$ cat config.mk
export PLATFORM = sky130hd
export DESIGN_NAME = br_update_queue_flat
export DESIGN_NICKNAME = d
export VERILOG_FILES = /design/src/rtl/br_update_queue_if.sv /design/src/rtl/br_update_queue.sv /design/src/flat_wrapper.sv
export SDC_FILE = /design/constraint.sdc
export NUM_CORES = 1
export LEC_CHECK = 0
export CAP_MARGIN = 15
export CORE_MARGIN = 2
export CORE_UTILIZATION = 57
export DETAILED_ROUTE_END_ITERATION = 12
export PLACE_DENSITY = 0.79
export SLEW_MARGIN = 20
export SYNTH_ARGS = -nofsm -noshare
export SYNTH_HDL_FRONTEND = slang
export SYNTH_SLANG_ARGS = --single-unit
$ cat constraint.sdc
create_clock -name clk_i -period 5.8 [get_ports clk_i]
set_input_delay 0.87 -clock clk_i [delete_from_list [all_inputs] [get_ports clk_i]]
set_output_delay 0.87 -clock clk_i [all_outputs]
set_load 0.02 [all_outputs]
$ cat src/rtl/br_update_queue_if.sv
//------------------------------------------------------------------------------
// Module  : br_update_queue_if
// Brief   : Allocation, resolution and predictor-update signals of the branch
//           update queue, with driver (master) and queue-side (slave) views.
// Revision: 1.0 - initial release
//------------------------------------------------------------------------------
`default_nettype none

interface br_update_queue_if #(
    parameter int DEPTH = 8,
    parameter int IDX_W = 32,
    parameter int CNT_W = 16
);
    localparam int c_OCC_W = $clog2(DEPTH) + 1;

    logic               alloc_valid_i;
    logic [IDX_W-1:0]   alloc_idx_i;
    logic               alloc_pred_i;
    logic               alloc_ready_o;
    logic               resolve_valid_i;
    logic               resolve_taken_i;
    logic               flush_i;
    logic               update_en_o;
    logic               br_result_o;
    logic               correct_o;
    logic [IDX_W-1:0]   idx_o;
    logic [c_OCC_W-1:0] count_o;
    logic [CNT_W-1:0]   mispredict_cnt_o;
    logic               underflow_err_o;
    logic               overflow_err_o;

    modport master (
        output alloc_valid_i, alloc_idx_i, alloc_pred_i,
        output resolve_valid_i, resolve_taken_i, flush_i,
        input  alloc_ready_o, update_en_o, br_result_o, correct_o, idx_o,
        input  count_o, mispredict_cnt_o, underflow_err_o, overflow_err_o
    );

    modport slave (
        input  alloc_valid_i, alloc_idx_i, alloc_pred_i,
        input  resolve_valid_i, resolve_taken_i, flush_i,
        output alloc_ready_o, update_en_o, br_result_o, correct_o, idx_o,
        output count_o, mispredict_cnt_o, underflow_err_o, overflow_err_o
    );
endinterface

`default_nettype wire

$ cat src/rtl/br_update_queue.sv
//------------------------------------------------------------------------------
// Module  : br_update_queue
// Brief   : In-order queue pairing branch predictions with their resolved
//           outcomes and driving the predictor update port one cycle later.
// Revision: 1.0 - initial release
//------------------------------------------------------------------------------
`default_nettype none

module br_update_queue #(
    parameter int DEPTH = 8,
    parameter int IDX_W = 32,
    parameter int CNT_W = 16
) (
    input  logic              clk_i,
    input  logic              rst_ni,
    br_update_queue_if.slave  bus
);
    localparam int                 c_PTR_W   = $clog2(DEPTH);
    localparam int                 c_OCC_W   = c_PTR_W + 1;
    localparam logic [c_OCC_W-1:0] c_FULL    = c_OCC_W'(DEPTH);
    localparam logic [c_OCC_W-1:0] c_OCC_ONE = c_OCC_W'(1);
    localparam logic [c_PTR_W-1:0] c_PTR_ONE = c_PTR_W'(1);
    localparam logic [CNT_W-1:0]   c_CNT_ONE = CNT_W'(1);
    localparam logic [CNT_W-1:0]   c_CNT_MAX = '1;

    logic [IDX_W-1:0]   r_idx_mem [DEPTH];
    logic [DEPTH-1:0]   r_pred_mem;
    logic [c_PTR_W-1:0] r_head;
    logic [c_PTR_W-1:0] r_tail;
    logic [c_OCC_W-1:0] r_count;
    logic               r_update_en;
    logic               r_br_result;
    logic               r_correct;
    logic [IDX_W-1:0]   r_idx_out;
    logic [CNT_W-1:0]   r_mispred_cnt;
    logic               r_underflow;
    logic               r_overflow;

    logic               w_full;
    logic               w_empty;
    logic               w_do_alloc;
    logic               w_do_resolve;
    logic               w_mispred;
    logic [c_PTR_W-1:0] w_head_nxt;
    logic [c_PTR_W-1:0] w_tail_nxt;
    logic [c_OCC_W-1:0] w_count_nxt;

    assign w_full       = (r_count == c_FULL);
    assign w_empty      = (r_count == '0);
    // Ready looks only at the registered count, so a same-cycle pop never frees a slot.
    assign w_do_alloc   = bus.alloc_valid_i && !w_full && !bus.flush_i;
    assign w_do_resolve = bus.resolve_valid_i && !w_empty;
    assign w_mispred    = (r_pred_mem[r_head] != bus.resolve_taken_i);

    always_comb begin
        w_head_nxt  = r_head;
        w_tail_nxt  = r_tail;
        w_count_nxt = r_count;
        if (w_do_resolve) begin
            w_head_nxt = r_head + c_PTR_ONE;
        end
        // Flush is applied after the pop so the resolving entry still reports.
        if (bus.flush_i) begin
            w_tail_nxt  = w_head_nxt;
            w_count_nxt = '0;
        end else begin
            if (w_do_alloc) begin
                w_tail_nxt = r_tail + c_PTR_ONE;
            end
            if (w_do_alloc && !w_do_resolve) begin
                w_count_nxt = r_count + c_OCC_ONE;
            end else if (!w_do_alloc && w_do_resolve) begin
                w_count_nxt = r_count - c_OCC_ONE;
            end
        end
    end

    always_ff @(posedge clk_i) begin
        if (w_do_alloc) begin
            r_idx_mem[r_tail]  <= bus.alloc_idx_i;
            r_pred_mem[r_tail] <= bus.alloc_pred_i;
        end
    end

    always_ff @(posedge clk_i) begin
        if (!rst_ni) begin
            r_head        <= '0;
            r_tail        <= '0;
            r_count       <= '0;
            r_update_en   <= 1'b0;
            r_br_result   <= 1'b0;
            r_correct     <= 1'b0;
            r_idx_out     <= '0;
            r_mispred_cnt <= '0;
            r_underflow   <= 1'b0;
            r_overflow    <= 1'b0;
        end else begin
            r_head      <= w_head_nxt;
            r_tail      <= w_tail_nxt;
            r_count     <= w_count_nxt;
            r_update_en <= w_do_resolve;
            if (w_do_resolve) begin
                r_idx_out   <= r_idx_mem[r_head];
                r_br_result <= bus.resolve_taken_i;
                r_correct   <= !w_mispred;
                if (w_mispred && (r_mispred_cnt != c_CNT_MAX)) begin
                    r_mispred_cnt <= r_mispred_cnt + c_CNT_ONE;
                end
            end
            if (bus.resolve_valid_i && w_empty) begin
                r_underflow <= 1'b1;
            end
            if (bus.alloc_valid_i && w_full && !bus.flush_i) begin
                r_overflow <= 1'b1;
            end
        end
    end

    assign bus.alloc_ready_o    = !w_full;
    assign bus.update_en_o      = r_update_en;
    assign bus.br_result_o      = r_br_result;
    assign bus.correct_o        = r_correct;
    assign bus.idx_o            = r_idx_out;
    assign bus.count_o          = r_count;
    assign bus.mispredict_cnt_o = r_mispred_cnt;
    assign bus.underflow_err_o  = r_underflow;
    assign bus.overflow_err_o   = r_overflow;

endmodule

`default_nettype wire

$ cat src/flat_wrapper.sv
// flat-port wrapper written by rule: the top's interface ports become plain ports
module br_update_queue_flat 
#(
    parameter int DEPTH = 8,
    parameter int IDX_W = 32,
    parameter int CNT_W = 16
)
  (clk_i, rst_ni, bus_alloc_valid_i, bus_alloc_idx_i, bus_alloc_pred_i, bus_resolve_valid_i, bus_resolve_taken_i, bus_flush_i, bus_alloc_ready_o, bus_update_en_o, bus_br_result_o, bus_correct_o, bus_idx_o, bus_count_o, bus_mispredict_cnt_o, bus_underflow_err_o, bus_overflow_err_o);
  br_update_queue_if #(.DEPTH(DEPTH), .IDX_W(IDX_W), .CNT_W(CNT_W)) bus_i ();
  input  logic clk_i;
  input  logic rst_ni;
  input wire logic [$bits(bus_i.alloc_valid_i)-1:0] bus_alloc_valid_i;
  input wire logic [$bits(bus_i.alloc_idx_i)-1:0] bus_alloc_idx_i;
  input wire logic [$bits(bus_i.alloc_pred_i)-1:0] bus_alloc_pred_i;
  input wire logic [$bits(bus_i.resolve_valid_i)-1:0] bus_resolve_valid_i;
  input wire logic [$bits(bus_i.resolve_taken_i)-1:0] bus_resolve_taken_i;
  input wire logic [$bits(bus_i.flush_i)-1:0] bus_flush_i;
  output wire logic [$bits(bus_i.alloc_ready_o)-1:0] bus_alloc_ready_o;
  output wire logic [$bits(bus_i.update_en_o)-1:0] bus_update_en_o;
  output wire logic [$bits(bus_i.br_result_o)-1:0] bus_br_result_o;
  output wire logic [$bits(bus_i.correct_o)-1:0] bus_correct_o;
  output wire logic [$bits(bus_i.idx_o)-1:0] bus_idx_o;
  output wire logic [$bits(bus_i.count_o)-1:0] bus_count_o;
  output wire logic [$bits(bus_i.mispredict_cnt_o)-1:0] bus_mispredict_cnt_o;
  output wire logic [$bits(bus_i.underflow_err_o)-1:0] bus_underflow_err_o;
  output wire logic [$bits(bus_i.overflow_err_o)-1:0] bus_overflow_err_o;
  assign bus_i.alloc_valid_i = bus_alloc_valid_i;
  assign bus_i.alloc_idx_i = bus_alloc_idx_i;
  assign bus_i.alloc_pred_i = bus_alloc_pred_i;
  assign bus_i.resolve_valid_i = bus_resolve_valid_i;
  assign bus_i.resolve_taken_i = bus_resolve_taken_i;
  assign bus_i.flush_i = bus_flush_i;
  assign bus_alloc_ready_o = bus_i.alloc_ready_o;
  assign bus_update_en_o = bus_i.update_en_o;
  assign bus_br_result_o = bus_i.br_result_o;
  assign bus_correct_o = bus_i.correct_o;
  assign bus_idx_o = bus_i.idx_o;
  assign bus_count_o = bus_i.count_o;
  assign bus_mispredict_cnt_o = bus_i.mispredict_cnt_o;
  assign bus_underflow_err_o = bus_i.underflow_err_o;
  assign bus_overflow_err_o = bus_i.overflow_err_o;
  br_update_queue #(.DEPTH(DEPTH), .IDX_W(IDX_W), .CNT_W(CNT_W)) u_core (.clk_i(clk_i), .rst_ni(rst_ni), .bus(bus_i));
endmodule
* Yosys cells after proc, flatten, opt, wreduce, memory -nomap -nowiden
Memory sizes are Yosys's and may differ from the RTL's. A register that Yosys moved wholly into a read port is not among the register bits. Cells that the tools add are included.
Operators by class: equal/unequal tests 3, reduce and logical (&&, ||, !) cells 22, add/sub/neg operators 5, magnitude comparators 3, bitwise gates (word level) 1, multiplexer cells 12
Operator list (number):
- $add 16x1->16 const B | 1
- $ne 16x16->1 const B | 1
- $logic_and 1x1->1 | 10
- $mux 3 | 3
- $bwmux 8 | 1
- $lt 3x4->1 const B | 2
- $mux 4 | 2
- $logic_not 1->1 | 7
- $add 3x1->3 const B | 2
- $add 4x1->4 const B | 1
- $eq 4x4->1 const B | 1
- $logic_not 4->1 | 1
- $mux 1 | 4
- $reduce_bool 2->1 | 2
- $sub 4x1->4 const B | 1
- $bmux 1 s3 | 1
- $demux 1 s3 | 1
- $ge 3x1->1 const B | 1
- $reduce_and 2->1 | 1
- $reduce_or 2->1 | 1
- $ne 1x1->1 | 1
- $not 1->1 | 1
Word-level totals: memories kept 1, RAM bits 256, input bits 39, output and inout bits 58, bits in registers 39, word-level logic and storage cells 57
Memory list:
- u_core.r_idx_mem | words 8, width 32, read ports 1, clocked after Yosys merged registers in 1, wr ports 1, RTL line br_update_queue.sv:26 | logic [IDX_W-1:0] r_idx_mem [DEPTH];

* Depth between registers and ports, before layout
Gate-level depths: netlist of the first run.
word-level depth 8, mapped depth 11, gate-level depth less buffers 11

* Least setup slack after synthesis of the first run
No wires, ideal clock.
path kind register to register, start register u_core.r_count[0], in the netlist u_core.bus.count_o[0], end memory u_core.r_idx_mem[0][0], enable pin, data required time 5.336 ns, period minus slack after synthesis 3.978 ns, stages on the path, launching flop included 6, data arrival time 3.514 ns, setup slack 1.822 ns, buffers on the path 0, library setup time 0.464 ns, path through dfxtp_1 -> nor3_1 -> nand2_1 -> and3b_1 -> nand2b_1 -> nor3_1
On the way: word-level cells in the longest chain between the ends 6
Ends and longest elaborated chain:
- from (decl) | RTL line br_update_queue.sv:30 | logic [c_OCC_W-1:0] r_count;
- from (signal assigned) | RTL line br_update_queue.sv:100 | r_count <= w_count_nxt;
- $eq 4x4->1 | RTL line br_update_queue.sv:48 | assign w_full = (r_count == c_FULL);
- $logic_not 1->1
- named net bus_alloc_ready_o | RTL line flat_wrapper.sv:18 | output wire logic [$bits(bus_i.alloc_ready_o)-1:0] bus_alloc_ready_o;
- $logic_and 1x1->1 (2 in series) | RTL line br_update_queue.sv:51 | assign w_do_alloc = bus.alloc_valid_i && !w_full && !bus.flush_i;
- $mux 1 | RTL line br_update_queue.sv:79 | if (w_do_alloc) begin
- $mux 1 (not written as such) | RTL line br_update_queue.sv:80 | r_idx_mem[r_tail] <= bus.alloc_idx_i;
- to (decl) | RTL line br_update_queue.sv:26
The timed path passes the listed nets, and every way through them passes these cells.

* Worst setup path in the final report of the first run
start input bus_resolve_valid_i, end register u_core.r_mispred_cnt[11], in the netlist u_core.bus.mispredict_cnt_o[11]
On the way: word-level cells in the longest chain between the ends 2
Ends and longest elaborated chain:
- from (decl) | RTL line flat_wrapper.sv:15 | input wire logic [$bits(bus_i.resolve_valid_i)-1:0] bus_resolve_valid_i;
- $logic_and 1x1->1 | RTL line br_update_queue.sv:52 | assign w_do_resolve = bus.resolve_valid_i && !w_empty;
- $reduce_and 2->1 (no line)
- to (signal assigned) | RTL line br_update_queue.sv:107 | r_mispred_cnt <= r_mispred_cnt + c_CNT_ONE;
- to (decl) | RTL line br_update_queue.sv:35 | logic [CNT_W-1:0] r_mispred_cnt;
No other way between the ends. A chain may end at the register's enable or synchronous reset.

==> out/results.txt, run 1 <==
clock skew: 0.0102 ns
Max Cap Viol: 0
Hold Vio Cnt, Final: 0
gp weighted congestion: 0.766
synth unique cells: 42
Post-CTS Resized: 0
n_diodes: 0
Max-slew headroom: 32.3%
Post-DP HPWL: 13600 um
Pleak: 0.00457 uW
cell with the most instances after synthesis: edfxtp_1
reported net switching power: 1160 uW
Total Routing Usage GR: 21.6%
unrepaired setup endpoints after global routing: false
DR pass1 iterations: 5
Hold Path Depth: 2
total grt overflow: 0
Cells after Synth: 680
drt total wl: 24700 um
Mapped Area: 12500 um^2
register share of total power: 52.8%
CTS H-tree depth: 1
Clock power frac: 36.4%
switch share: 22.8%
Syn-to-layout area delta: 18.0%
Max FO, Critical Path: 70
Worst EP required: 6.26 ns
setup TNS: 0 ns
TritonCTS clock tree: yes
Synth top area share: 63.5%
FF-to-FF Start: u_core.r_head[0]$_SDFF_PN0_
Initial Util: 57.6%
vias in the first global route: 6974
critical path type: in2reg
Logic pwr share: 10.8%
FP Rows: 54
Slew Limit Fails: 0
Core Util, Final: 67.9%
clock slew at the register clock pins of the worst setup and hold paths: 0.06 ns
Internal: 3920 uW
Crit-path slowest cell: buf_4
Die ar.: 23100 um^2
final std cells w/o fill: 1090
Clock Root Buffer: clkbuf_16
post-placement cell count: 1032
Worst-Skew Late Latency: 0.55 ns
sequential cell area fraction in the yosys report: 73.6%
Nets: 831
Ports: 97
asr flop ratio synth: 0%
worst min-delay path startpoint: u_core.bus.br_result_o$_SDFFE_PN0P_
crit end category: flop
synth warn: 0
post-route ant nets: 0
Power Total: 5080 uW
Startpoint Class: primary input
status: finished, final reports clean
DIE WIDTH: 152 um
Final setup violation count: 0
WL per Instance: 22.7 um
area of the multi-input gates: 3170 um^2
min Tclk post-route: 2.95 ns
CTS Buf Count: 31
Core Area: 21700 um^2
DRC: 0
Most used DFF post-synth: edfxtp_1
largest cells by area after synthesis: edfxtp_1 (63%), mux4_2 (12%), dfxtp_1 (10%), mux2i_1 (3.6%), a211oi_1 (2.0%)
CTS Buffer Depth: 3
EDFF count, synth: 264
Seq. cell area: 9200 um^2
CP cell instances: clkdlybuf4s50_1 > o41a_2 > buf_4 > nand2_1 > mux2_4 > or4_1 > a21oi_1
crit-path max cell delay: 0.60 ns
port bufs: 96
worst reg2reg setup slack: 3.06 ns
Worst-Margin Slew: 1.01 ns
Hold Buf Count CTS: 0
final hold slack: 0.482 ns
Die Y-Extent: 152 um
antenna violations before repair: 0
first-pass GRT wire length: 39100 um
syn_area_per_cell: 18.4 um^2
share of post-route cells with drive strength above 1: 16.9%
Synthesized Nets: 726
period utilization: 50.8%
synth cell count leaders: edfxtp_1 (264), mux4_2 (65), dfxtp_1 (63)
Filler cells: 1342
reg2reg end: u_core.bus.mispredict_cnt_o[11]$_SDFFE_PN0P_
VDD IR-drop max: 494 uV
Arr. time, crit path: 3.40 ns
Hold Path End: u_core.bus.br_result_o$_SDFFE_PN0P_
largest area contributor in the netlist: edfxtp_1
Power Density: 345 nW/um^2
min-delay worst type: reg2reg
# clock sinks: 327
pin count of the biggest net entering global routing: 71
FMAX: 0.339 GHz
Via density: 6.09
DR iter-0 viols: 608
via count: 6635
post-CTS setup buffer count: 0
#FFs+latches synth: 327
r2r worst-path depth: 5
[layout by cell type (no fill, tap or decap), drive strengths merged, types with 13 or more instances in the layout]
cell type,n
a211oi,33
clkbuf,48
clkdlybuf4s50,96
dfxtp,63
edfxtp,264
mux2i,45
mux4,65
nand2,26
nand2b,13
nor2,50
[through the flow]
stage                     setup WS [ns]  cell area, um^2
after floorplan                    1.82            12500
after global placement             2.37            13800
after detailed placement           2.31            13800
after CTS                          2.86            14700
after global routing               2.71            14700
final                              2.85            14700
[power groups by stage]
stage / logic, uW / clock network [uW] / registers [uW]
floorplan: 321 / 0 / 2750
global placement: 534 / 0 / 2730
detailed placement: 548 / 0 / 2730
CTS: 555 / 1880 / 2680
global route: 592 / 1960 / 2690
finish: 548 / 1850 / 2680
[registers in the layout, indices dropped and copies added, names as in the netlist]
signal	flops
u_core.bus.br_result_o	1
u_core.bus.correct_o	1
u_core.bus.count_o	4
u_core.bus.idx_o	32
u_core.bus.mispredict_cnt_o	16
u_core.bus.overflow_err_o	1
u_core.bus.underflow_err_o	1
u_core.bus.update_en_o	1
u_core.r_head	3
u_core.r_idx_mem	256
u_core.r_pred_mem	8
u_core.r_tail	3
[how the worst max path moves through the flow]
stage	endpoint	startpoint	slack [ns]	depth (start not counted)
3_3_place_gp	u_core.bus.mispredict_cnt_o[8]$_SDFFE_PN0P_	bus_resolve_valid_i	2.37	7
5_1_grt	u_core.bus.mispredict_cnt_o[11]$_SDFFE_PN0P_	bus_resolve_valid_i	2.71	7
2_1_floorplan	u_core.r_idx_mem[0][0]$_DFFE_PP_	u_core.bus.count_o[0]$_SDFFE_PP0P_	1.82	5
3_5_place_dp	u_core.bus.mispredict_cnt_o[11]$_SDFFE_PN0P_	bus_resolve_valid_i	2.31	7
6_report	u_core.bus.mispredict_cnt_o[11]$_SDFFE_PN0P_	bus_resolve_valid_i	2.85	7
4_1_cts	u_core.bus.mispredict_cnt_o[11]$_SDFFE_PN0P_	bus_resolve_valid_i	2.86	7
[metal layers]
metal / part of all wire [%] / GRT usage (%) / vias up
li1: - / - / 2926
met1: 40 / 29.6 / 3406
met2: 52 / 37.1 / 263
met3: 6.1 / 3.28 / 40
met4: 1.8 / 5.16 / 0
met5: 0 / 0 / -
[worst max-delay path, delay by kind of cell]
kind	cells	cell delay, ns
and+or+nand+nor	2	0.70
buffers and inverters	2	1.10
muxes	1	0.41
AOI/OAI and AO/OA	2	0.32
[cell type report]
| type | instances | area share [%] |
|---|---|---|
| sequential | 327 | 62.4 |
| multi-input combinational | 310 | 21.6 |
| timing repair buffer | 108 | 7.14 |
| clock buffer | 48 | 5.90 |
| tap | 280 | 2.38 |
| clock inverter | 10 | 0.425 |
| inverter | 7 | 0.178 |
[kinds of logic (layout without fill, tap and decap cells)]
logic type / after synthesis / count (layout) / synth area share (%)
flops: 327 / 327 / 73.6
simple gates: 121 / 121 / 4.70
mux: 111 / 111 / 15.5
compound gates: 64 / 64 / 3.57
buf+inv: 43 / 173 / 1.44
fa+ha+maj: 7 / 7 / 0.762
xor+xnor: 7 / 7 / 0.491
Note: power is estimated with default switching activity, not from simulation.
==> run 2: changes to the inputs <==
==> constraint.sdc (replaced) <==
create_clock -name clk_i -period 2.9 [get_ports clk_i]
set_input_delay 0.435 -clock clk_i [delete_from_list [all_inputs] [get_ports clk_i]]
set_output_delay 0.435 -clock clk_i [all_outputs]
set_load 0.02 [all_outputs]
==> run 2 against run 1 <==
Net effect:
- flip-flop and latch count stayed put
- cell count is 0.37% higher
- sequential power is 99% higher
- cell area is 1.4% higher
- first-iteration DRC count is 27% lower
- core utilization is 0.96 points higher
- worst hold slack better by 0.0021 ns
- clock-buffer cell count is 9 lower
- critical path type is now reg2reg
- critical endpoint is now u_core.bus.count_o[3]$_SDFFE_PP0P_
- largest power group unchanged
==> out/results.txt, run 2 (synthesis results as in run 1) <==
Max Cap Viol: 0
WL per Instance: 22.2 um
pin count of the biggest net entering global routing: 67
Worst-Skew Late Latency: 0.55 ns
Final setup violation count: 0
fin area: 14900 um^2
Hold Buf Count CTS: 0
TritonCTS clock tree: yes
critical path type: reg2reg
Power Total: 10300 uW
CTS Buffer Depth: 3
min Tclk post-route: 2.63 ns
clock skew: 0.00781 ns
Via density: 6.06
total grt overflow: 0
Initial Util: 57.6%
VDD IR-drop max: 560 uV
DIE WIDTH: 152 um
FP Rows: 54
DRC: 0
Ports: 97
Max FO, Critical Path: 6
Power Density: 692 nW/um^2
DR iter-0 viols: 443
Pleak: 0.00463 uW
gp weighted congestion: 0.801
max FFs per register: 256
Core Area: 21700 um^2
pre-CTS setup slack: 0.143 ns
post-route ant nets: 0
Die Y-Extent: 152 um
Startpoint Class: flop
unrepaired setup endpoints after global routing: false
final std cells w/o fill: 1094
Max-slew headroom: 48.4%
# clock sinks: 327
dpl cell area: 14000 um^2
register bank with the most flops: u_core.r_idx_mem
DR pass1 iterations: 7
first-pass GRT wire length: 38000 um
antenna violations before repair: 0
Post-DP HPWL: 13300 um
commonest non-fill, non-tap cell in the layout: edfxtp_1
CTS Buf Count: 31
period utilization: 90.8%
Arr. time, crit path: 3.12 ns
min-delay worst type: reg2reg
CTS H-tree depth: 1
Die ar.: 23100 um^2
status: finished, final reports clean
Hold Vio Cnt, Final: 0
Worst-Margin Slew: 0.771 ns
share of post-route cells with drive strength above 1: 17.6%
Nets: 837
Slew Limit Fails: 0
port bufs: 96
post-placement cell count: 1038
Syn-to-layout area delta: 19.6%
Worst EP required: 3.38 ns
Total Routing Usage GR: 21.0%
FMAX: 0.380 GHz
n_diodes: 0
Clock Root Buffer: clkbuf_16
crit end category: flop
via count: 6628
clock slew at the register clock pins of the worst setup and hold paths: 0.06 ns
drt total wl: 24300 um
Final Worst Setup Slack: 0.265 ns
final hold slack: 0.484 ns
commonest cells after routing, fill and taps aside: edfxtp_1 (264), clkdlybuf4s50_1 (96), mux4_2 (65)
vias in the first global route: 6691
==> run 2: worst paths after layout <==
path | cells after the start | end | slack (ns) | from
worst max register to register | 11 | u_core.bus.count_o[3]$_SDFFE_PP0P_ | 0.27 | u_core.bus.count_o[0]$_SDFFE_PP0P_
worst min register to register | 2 | u_core.bus.overflow_err_o$_SDFFE_PN0P_ | 0.48 | u_core.bus.overflow_err_o$_SDFFE_PN0P_
worst min-delay path | 2 | u_core.bus.overflow_err_o$_SDFFE_PN0P_ | 0.48 | u_core.bus.overflow_err_o$_SDFFE_PN0P_
worst max-delay path | 11 | u_core.bus.count_o[3]$_SDFFE_PP0P_ | 0.27 | u_core.bus.count_o[0]$_SDFFE_PP0P_
==> run 2: per-stage QoR <==
| step | utilization, % | TNS [ns] |
|---|---|---|
| after floorplan | - | -42.08 |
| after global placement | 64.4 | 0 |
| after detailed placement | 64.4 | 0 |
| after CTS | 68.8 | 0 |
| after global routing | 68.9 | 0 |
| final | 68.9 | 0 |
==> run 2: where the power goes <==
group | switching [uW] | leakage (uW) | internal [uW]
Combinational | 607 | 0.00126 | 560
Sequential | 86.8 | 0.00290 | 5230
Clock | 1630 | 0.000471 | 2220
==> run 2: critical path, cell delays in order, from the launching register on <==
cell and delay (ns):
dfxtp_1 0.39, nor3_2 0.24, nand2_1 0.17, and3b_1 0.26, ha_1 0.21, inv_1 0.13, ha_1 0.26, a21o_1 0.18
a21oi_1 0.17, xnor2_1 0.09, or3_1 0.31, a21oi_1 0.14
==> run 2: what timing repair did <==
action,CTS,global route
gates resized for setup,0,1
setup buffers,0,0
endpoints found under the setup margin,0,1
==> run 2: layout make-up <==
| class | count | area [um^2] |
|---|---|---|
| clock buffers | 39 | 806 |
| repair buffers | 114 | 1210 |
| flip-flops and latches | 327 | 9200 |
| multi-input cells | 310 | 3190 |
| inverters | 7 | 26.3 |
| fillers | 1336 | 6750 |
| clock inverters | 17 | 159 |
| well taps | 280 | 350 |
==> run 2: layer usage <==
| metal | track usage (%) | vias to the layer above | part of all wire, % |
|---|---|---|---|
| met3 | 3.31 | 35 | 6.0 |
| met4 | 5.43 | 0 | 1.8 |
| met1 | 29.5 | 3421 | 42 |
| met5 | 0 | - | 0 |
| li1 | - | 2937 | - |
| met2 | 35.2 | 235 | 50 |
==> run 3: changes to the inputs <==
--- a/config.mk
+++ b/config.mk
@@ -14,3 +14,4 @@
 export SYNTH_ARGS = -nofsm -noshare
 export SYNTH_HDL_FRONTEND = slang
 export SYNTH_SLANG_ARGS = --single-unit
+export TNS_END_PERCENT = 100
==> results of run 3 <==
Final layout, timing and power as in run 2 (identical DEF).
